**config.mk**
```make
export PLATFORM = sky130hd
export DESIGN_NAME = uart_tx_fifo
export DESIGN_NICKNAME = d
export VERILOG_FILES = /design/src/rtl/uart_tx_fifo.sv
export SDC_FILE = /design/constraint.sdc
export NUM_CORES = 1
export LEC_CHECK = 0
export ABC_AREA = 1
export BUFFER_PORTS_ARGS = -buffer_cell sky130_fd_sc_hd__buf_4
export CORE_MARGIN = 3
export CORE_UTILIZATION = 50
export CTS_BUF_LIST = sky130_fd_sc_hd__clkbuf_2
export CTS_CLUSTER_DIAMETER = 50
export DETAILED_ROUTE_END_ITERATION = 10
export GPL_ROUTABILITY_DRIVEN = 0
export PLACE_DENSITY = 0.69
export SYNTH_ARGS = -nofsm -noshare
export SYNTH_HDL_FRONTEND = slang
export SYNTH_SLANG_ARGS = --single-unit
```
**constraint.sdc**
```tcl
create_clock -name clk -period 2.84 [get_ports clk]
set_input_delay 0.284 -clock clk [delete_from_list [all_inputs] [get_ports clk]]
set_output_delay 0.284 -clock clk [all_outputs]
set_load 0.02 [all_outputs]
```
**src/rtl/uart_tx_fifo.sv**
```systemverilog
// Buffered UART transmitter: valid/ready byte FIFO feeding a run-time configured
// serialiser (baud divisor, parity mode, 1/2 stop bits) with CTS gating and TX enable.
module uart_tx_fifo #(
  parameter int DATA_W     = 8,
  parameter int FIFO_DEPTH = 16,
  parameter int DIV_W      = 16
) (
  input  logic                             clk,
  input  logic                             rst_n,
  input  logic                             s_valid,
  input  logic [DATA_W-1:0]                s_data,
  output logic                             s_ready,
  input  logic [DIV_W-1:0]                 cfg_baud_div,
  input  logic [1:0]                       cfg_parity,
  input  logic                             cfg_two_stop,
  input  logic                             tx_en,
  input  logic                             cts_n,
  output logic                             tx,
  output logic                             busy,
  output logic [$clog2(FIFO_DEPTH+1)-1:0]  fifo_level
);

  localparam int AW = $clog2(FIFO_DEPTH);
  localparam int LW = $clog2(FIFO_DEPTH+1);
  localparam int BW = $clog2(DATA_W+1);

  typedef enum logic [2:0] {IDLE, START, DATA, PARITY, STOP} state_t;

  logic [DATA_W-1:0] mem [FIFO_DEPTH];
  logic [AW-1:0]     wr_ptr, rd_ptr;
  logic              push, pop;

  logic [1:0]        cts_s;
  logic              cts_ok, start_ok, bit_end, last_stop;

  state_t            state;
  logic [DIV_W-1:0]  cnt, div_l, div_eff;
  logic [DATA_W-1:0] sh;
  logic [BW-1:0]     bitcnt;
  logic [1:0]        par_l;
  logic              two_l, stop2, pbit;

  function automatic logic par_of(input logic [DATA_W-1:0] d, input logic [1:0] mode);
    case (mode)
      2'd1:    par_of = ^d;
      2'd2:    par_of = ~^d;
      2'd3:    par_of = 1'b1;
      default: par_of = 1'b0;
    endcase
  endfunction

  // ---------------- FIFO ----------------
  assign s_ready = (fifo_level != LW'(FIFO_DEPTH));
  assign push    = s_valid && s_ready;

  always_ff @(posedge clk) begin
    if (push) mem[wr_ptr] <= s_data;
  end

  always_ff @(posedge clk or negedge rst_n) begin
    if (!rst_n) begin
      wr_ptr     <= '0;
      rd_ptr     <= '0;
      fifo_level <= '0;
    end else begin
      if (push) wr_ptr <= wr_ptr + AW'(1);
      if (pop)  rd_ptr <= rd_ptr + AW'(1);
      case ({push, pop})
        2'b10:   fifo_level <= fifo_level + LW'(1);
        2'b01:   fifo_level <= fifo_level - LW'(1);
        default: ;
      endcase
    end
  end

  // ---------------- CTS synchroniser (resets to "not clear") ----------------
  always_ff @(posedge clk or negedge rst_n) begin
    if (!rst_n) cts_s <= 2'b11;
    else        cts_s <= {cts_s[0], cts_n};
  end
  assign cts_ok = ~cts_s[1];

  // ---------------- Serialiser ----------------
  assign div_eff   = (cfg_baud_div < DIV_W'(2)) ? DIV_W'(2) : cfg_baud_div;
  assign start_ok  = (fifo_level != '0) && tx_en && cts_ok;
  assign bit_end   = (cnt == '0);
  assign last_stop = (state == STOP) && bit_end && (!two_l || stop2);
  // A new frame can start from IDLE or directly off the last stop bit (no gap).
  assign pop       = start_ok && ((state == IDLE) || last_stop);

  always_ff @(posedge clk or negedge rst_n) begin
    if (!rst_n) begin
      state  <= IDLE;
      tx     <= 1'b1;
      busy   <= 1'b0;
      cnt    <= '0;
      div_l  <= DIV_W'(2);
      sh     <= '0;
      bitcnt <= '0;
      par_l  <= 2'd0;
      two_l  <= 1'b0;
      stop2  <= 1'b0;
      pbit   <= 1'b0;
    end else if (pop) begin
      state  <= START;
      tx     <= 1'b0;
      busy   <= 1'b1;
      sh     <= mem[rd_ptr];
      pbit   <= par_of(mem[rd_ptr], cfg_parity);
      div_l  <= div_eff;
      par_l  <= cfg_parity;
      two_l  <= cfg_two_stop;
      cnt    <= div_eff - DIV_W'(1);
      bitcnt <= '0;
      stop2  <= 1'b0;
    end else begin
      if (state != IDLE) cnt <= bit_end ? div_l - DIV_W'(1) : cnt - DIV_W'(1);
      if (bit_end) begin
        case (state)
          IDLE: begin
            tx   <= 1'b1;
            busy <= 1'b0;
          end
          START: begin
            state  <= DATA;
            tx     <= sh[0];
            sh     <= sh >> 1;
            bitcnt <= '0;
          end
          DATA: begin
            if (bitcnt == BW'(DATA_W-1)) begin
              state <= (par_l != 2'd0) ? PARITY : STOP;
              tx    <= (par_l != 2'd0) ? pbit : 1'b1;
              stop2 <= 1'b0;
            end else begin
              tx     <= sh[0];
              sh     <= sh >> 1;
              bitcnt <= bitcnt + BW'(1);
            end
          end
          PARITY: begin
            state <= STOP;
            tx    <= 1'b1;
            stop2 <= 1'b0;
          end
          STOP: begin
            if (two_l && !stop2) stop2 <= 1'b1;
            else begin
              state <= IDLE;
              busy  <= 1'b0;
            end
          end
          default: state <= IDLE;
        endcase
      end
    end
  end

endmodule

```
After elaboration in Yosys (flattened, before gate mapping)
Memories as Yosys holds them, arrays and structs flattened.
Cells that the tools add are included.
{ "op_classes": {"mul": 0, "n_mux": 36, "n_addsub": 8, "magnitude_cmp": 1, "shift": 0, "div": 0, "n_reduce_logical": 31, "bitwise_logic": 1, "eq_ne": 16} }
{ "ops": {"columns": ["op", "n"], "rows": [
  ["16-bit 2-to-1 mux", 4],
  ["16-bit by 1-bit subtractor with 16-bit output (second input constant)", 3],
  ["8-bit 2-to-1 mux", 3],
  ["16-bit zero test", 1],
  ["16-bit by 2-bit less-than comparator with 1-bit output (second input constant)", 1],
  ["8-bit case mux with 2 select lines", 1],
  ["3-bit 2-to-1 mux", 5],
  ["3-bit case mux with 5 select lines", 1],
  ["1-bit 2-to-1 mux", 13],
  ["4-bit by 1-bit adder with 4-bit output (second input constant)", 3],
  ["4-bit 2-to-1 mux", 3],
  ["5-bit case mux with 2 select lines", 1],
  ["3-bit inequality test (second input constant)", 3],
  ["1-bit case mux with 3 select lines", 3],
  ["3-bit nonzero test", 3],
  ["4-bit case mux with 2 select lines", 1],
  ["4-bit AND reduction", 2],
  ["2-bit nonzero test", 4],
  ["4-bit nonzero test", 2],
  ["8-bit XNOR reduction", 1],
  ["8-bit XOR reduction", 1],
  ["1-bit logical AND", 7],
  ["2-bit equality test (second input constant)", 3],
  ["3-bit by 2-bit equality test with 1-bit output (second input constant)", 2],
  ["18 further kinds", 22]
]} }
{ "word_totals": {"latchBits": 0, "out_inout_bits": 8, "input_bits": 32, "n_memories": 1, "register_bits": 69, "mem_bits_ro": 0, "ramBits": 128} }
{ "mem_list": {"columns": ["memory", "depth", "word_bits", "rd", "rd_ports_with_merged_regs", "wr", "line_no", "rtl"], "rows": [
  ["mem", 16, 8, 1, 0, 1, "29", "logic [DATA_W-1:0] mem [FIFO_DEPTH];"]
]} }

Longest topological paths before layout
{ "logic_depth": {"ltp_word": 7, "mapped_depth": 20, "mapped_depth_nobuf": 18} }

Worst setup path after synthesis
Ideal clock, no wire load.
{ "synth_timing": {"kind": "register -> register", "startpoint": "register fifo_level[0]", "endpoint": "register fifo_level[4]", "n_path_buf": 3, "t_arrival_ns": 2.715, "required_time_ns": 2.760, "slack_ns": 0.045, "path_stages_with_launch": 19, "setup_ns": 0.080, "path_cell_list": "dfrtp_1 -> inv_1 -> nand3_1 -> o21ai_1 -> inv_2 -> nand2_4 -> buf_6 -> inv_1 -> buf_4 -> clkbuf_1 -> ha_1 -> inv_1 -> fa_1 -> nor2_1 -> a211oi_1 -> nand2_1 -> nand2_1 -> nor2_1 -> xor2_1"} }
{ "synth_between": {"elab_chain_len": 6} }
{ "synth_lines": {"columns": ["element", "line_no", "rtl"], "rows": [
  ["from (decl)", "20", "output logic [$clog2(FIFO_DEPTH+1)-1:0] fifo_level"],
  ["from (signal assigned)", "69", "2'b10: fifo_level <= fifo_level + LW'(1);"],
  ["from (signal assigned)", "70", "2'b01: fifo_level <= fifo_level - LW'(1);"],
  ["5-bit nonzero test (*)", "85", "assign start_ok = (fifo_level != '0) && tx_en && cts_ok;"],
  ["1-bit logical AND (*) (2 in series)", "85", null],
  ["1-bit logical AND (*)", "89", "assign pop = start_ok && ((state == IDLE) || last_stop);"],
  ["named net pop", "31", "logic push, pop;"],
  ["2-bit by 1-bit equality test with 1-bit output / 2-bit equality test (equally long branches)", "68", "case ({push, pop})"],
  ["5-bit case mux with 2 select lines / 2-bit nonzero test (equally long branches)", null, null]
]} }
Mark *: on every way through the listed nets, which the timed path passes. The rest lies on a longest branch.
A chain may end at the register's enable or synchronous reset.

Worst setup path after layout
{ "layout_timing": {"startpoint": "register cnt[5]", "endpoint": "register fifo_level[4]"} }
{ "layout_between": {"elab_chain_len": 7} }
{ "layout_lines": {"columns": ["element", "line_no", "rtl"], "rows": [
  ["from (decl)", "37", "logic [DIV_W-1:0] cnt, div_l, div_eff;"],
  ["from (signal assigned)", "113", "cnt <= div_eff - DIV_W'(1);"],
  ["from (signal assigned)", "117", "if (state != IDLE) cnt <= bit_end ? div_l - DIV_W'(1) : cnt - DIV_W'(1);"],
  ["16-bit zero test (*)", "86", "assign bit_end = (cnt == '0);"],
  ["1-bit logical AND (*) (2 in series)", "87", "assign last_stop = (state == STOP) && bit_end && (!two_l || stop2);"],
  ["1-bit logical OR (*)", "89", null],
  ["1-bit logical AND (*)", "89", null],
  ["2-bit by 1-bit equality test with 1-bit output / 2-bit equality test (equally long branches)", "68", null],
  ["5-bit case mux with 2 select lines / 2-bit nonzero test (equally long branches)", null, null]
]} }
Mark *: on every way between the ends. The rest lies on a longest branch, timed or not.

==> summary.md <==
| Metric | Value |
|---|---|
| Routed via count | 7,337 |
| Fin. Hold Viols | 0 |
| Core Util, Final | 57.7% |
| Initial antenna violation count | 1 |
| Synthesized area | 0.00965 sq mm |
| Clk buf depth | 2 |
| Drt drc | 0 |
| Total global-route track usage | about a fifth |
| Pins Over Slew Limit | 0 |
| Setup Viol. Count Final | 0 |
| CP Launch Type | flop |
| Sequential element share of the synthesized area | 57.8% |
| Synth-to-layout area growth | 12.7% |
| H-Tree Depth | 4 |
| CP max stage delay | roughly 0.46 ns |
| Final period utilization | 91.7% |
| Clock-pin slew on the worst setup and hold paths | 0.28 ns |
| Ranking of synthesized cells by area | edfxtp_1 (40%), dfrtp_1 (17%), nand2_1 (14%) |
| PortBufs | 39 |
| Global-route wire length before repair | 35.4 mm |
| Syn nets | 1,151 |
| Area of the multi-input gates | 0.00328 sq mm |
| Largest net degree at the start of global routing | 70 |
| Unrepaired setup endpoints after global routing | false |
| F_max | between 300 and 400 MHz |
| Die Area | 0.0210 sq mm |
| Worst-Margin Slew | 0.936 ns |
| Hpwl dp | 14.0 mm |
| Worst-path cell chain | nor2_1, nand2_1, nor2_2, nand3_2, nand2_4, nand2_8, inv_1, ha_1, inv_1, fa_1, nor2_1, a211oi_1, nand2_1, nand2_1, nor2_1, xor2_1 |
| Syn Area/Cell | 8.72 sq um |
| Worst-path maximum fanout | 20 |
| Avg Vias per Cell | between 5 and 6 |
| # Post-CTS Setup Buffers | 0 |
| Worst setup EP type | flop |
| Status | complete, no violations |
| Leakage power | 5.07 nW |
| Nets | 1,232 |
| Flip-flop and latch area | 0.00558 sq mm |
| Minimum clock period | 2.60 ns |
| Root buffer cell | clkbuf_2 |
| Pwr Density | 506 mW/mm^2 |
| DIE WIDTH | about 140 um |
| Post-synth top area share | 39.8% |
| Critical path type | reg -> reg |
| Layout fillers | 1,669 |
| Rel. slew slack | 37.6% |
| Wire per inst | 14.7 um |
| Distinct cells, synth | 41 |
| Layout cells sized above 1 | 11.7% |
| Clock sinks | 197 |
| Area leader, netlist | edfxtp_1 |
| Max Cap Viol | 0 |
| DR iter-0 viols | 594 |
| Worst Hold Class | in -> reg |
| Drt first pass iters | 5 |
| Row cnt | 50 |
| Synthesized instance count | 1,107 |
| Critical path's slowest cell | dfrtp_1 |
| DRT Wirelength | 21.5 mm |
| I/O pin count | 40 |
| WP data arrival | 3.33 ns |
| Detail Route Antenna Nets | 0 |
| Cts bufs inserted | 17 |
| Vias in the first global route | ~7,000 |
| CTS tree | done |
| Core footprint | 0.0188 sq mm |
| Die height | around 140 um |
| Remaining Overflow, GRT | 0 |
| Initial Util | 51.2% |
| Clk Latency, worst-skew pair | 0.79 ns |
| Crit path required time | 3.57 ns |
| Layout Skew | 0.0422 ns |
| Peak supply drop | ~340 uV |
| Yosys reg bits | 197 |
| Synth Warn # | 0 |
| Setup TNS | 0 ns |
## worst paths after layout
| check | cells after the start | endpoint | slack, ns | from |
|---|---|---|---|---|
| setup / recovery | 16 | fifo_level[4] | 0.24 | cnt[5] |
| hold / removal | 7 | busy | 0.10 | tx_en |
| hold reg to reg | 0 | cts_s[1] | 0.39 | cts_s[0] |
| min in group asynchronous | 2 | rd_ptr[3] | 0.14 | rst_n |
| max in group asynchronous | 2 | rd_ptr[0] | 2.05 | rst_n |
| setup reg to reg | 16 | fifo_level[4] | 0.24 | cnt[5] |
## power by group
| group | leakage [nW] | internal [mW] | switching, mW |
|---|---|---|---|
| combinational | 2.97 | 0.287 | 0.512 |
| sequential | 1.96 | 3.31 | 0.104 |
| clock | 0.132 | 0.334 | 0.956 |
## cells in the final DEF (no fill, tap or decap), drive strengths merged
cell type,instances
bufinv,1
xnor2,2
nor2,95
a31oi,3
o21a,1
inv,167
o22ai,1
o31ai,1
diode,3
or2,1
dfstp,4
clkinv,6
ha,11
dfrtp,65
nand3,120
o211ai,3
fa,1
a21oi,14
xor2,13
a211oi,1
o21bai,7
dlygate4sd3,31
buf,68
nor3,2
edfxtp,128
clkbuf,19
nand4,5
nand2,377
o21ai,47
a32o,1
nand3b,2
clkinvlp,3
a41oi,1
## cell type report
type                            count  share of cell area [%]
Timing Repair Buffer               99                    7.78
Antenna cell                        3                  0.0691
Clock inverter                     13                    1.10
Clock buffer                       19                   0.875
Tap cell                          260                    2.99
Multi-Input combinational cell    709                    30.2
Sequential cell                   197                    51.3
Inverter                          164                    5.66
## layer usage
metal | GRT usage, % | vias to the layer above | part of all wire (%)
li1 | - | 3681 | -
met1 | 29.3 | 3449 | 47
met2 | 34.4 | 181 | 47
met3 | 2.90 | 26 | 4.6
met4 | 6.27 | 0 | 1.6
met5 | 0 | - | 0
## Yosys cell counts
cell type	instances
nor2_1	80
buf_6	1
a32o_1	1
nand2_1	368
o21a_1	1
o31ai_1	1
a21oi_1	13
ha_1	11
inv_2	8
inv_1	154
dfrtp_1	65
o21ai_0	45
o21ai_1	2
fa_1	1
nand4_1	5
clkbuf_1	9
buf_1	2
nor3_4	1
edfxtp_1	128
a31oi_1	3
nand3_2	1
buf_4	2
o22ai_1	1
nand2_2	7
nor3_1	1
or2_2	1
xnor2_1	2
nand3_1	119
a21oi_2	1
a211oi_1	1
o21bai_1	7
clkinv_1	2
nand2_4	2
buf_2	23
nand3b_1	2
xor2_1	13
dfstp_2	4
nor2_2	12
o211ai_1	3
a41oi_1	1
nor2_4	3
## critical path: cells and delay by family, from the launching register on
kind,cells,cell delay (ns)
simple gates,10,1.06
fa+ha+maj,2,0.63
flops,1,0.46
buf+inv,2,0.21
xor+xnor,1,0.14
compound gates,1,0.06
## cell families (layout without fill, tap and decap cells)
| family | after synthesis | count (layout) | synth area share, % |
|---|---|---|---|
| AOI/OAI and AO/OA | 80 | 80 | 4.67 |
| xor gates and xnor gates | 15 | 15 | 1.36 |
| adders and majority gates | 12 | 12 | 1.63 |
| buffers and inverters | 201 | 295 | 8.27 |
| DFF | 197 | 197 | 57.8 |
| other | 0 | 3 | 0 |
| and+or+nand+nor | 602 | 602 | 26.3 |
## repair_timing
item,CTS,global route
endpoints found under the setup margin,0,1
resized for setup,0,1
hold buffers,31,0
hold endpoints to repair,224,0
## state kept, by name (all words and copies together), names as in the netlist
| name | count |
|---|---|
| rd_ptr | 4 |
| sh | 8 |
| cts_s | 2 |
| state | 3 |
| pbit | 1 |
| mem | 128 |
| stop2 | 1 |
| wr_ptr | 4 |
| fifo_level | 5 |
| par_l | 2 |
| div_l | 16 |
| tx | 1 |
| busy | 1 |
| bitcnt | 4 |
| cnt | 16 |
| two_l | 1 |
## through the flow
step,setup WS (ns),hold WS [ns],instance area [sq um],total power [mW],instances
floorplan,0.0454,-0.0116,9650,3.91,1107
global placement,0.301,0.348,10300,4.22,1398
detailed placement,0.247,0.347,10300,4.24,1398
CTS,0.171,0.0607,10900,5.53,1461
global route,0.000975,0.0945,10900,5.75,1464
finish,0.237,0.102,10900,5.50,1464
Note: power is estimated with default switching activity, not from simulation.
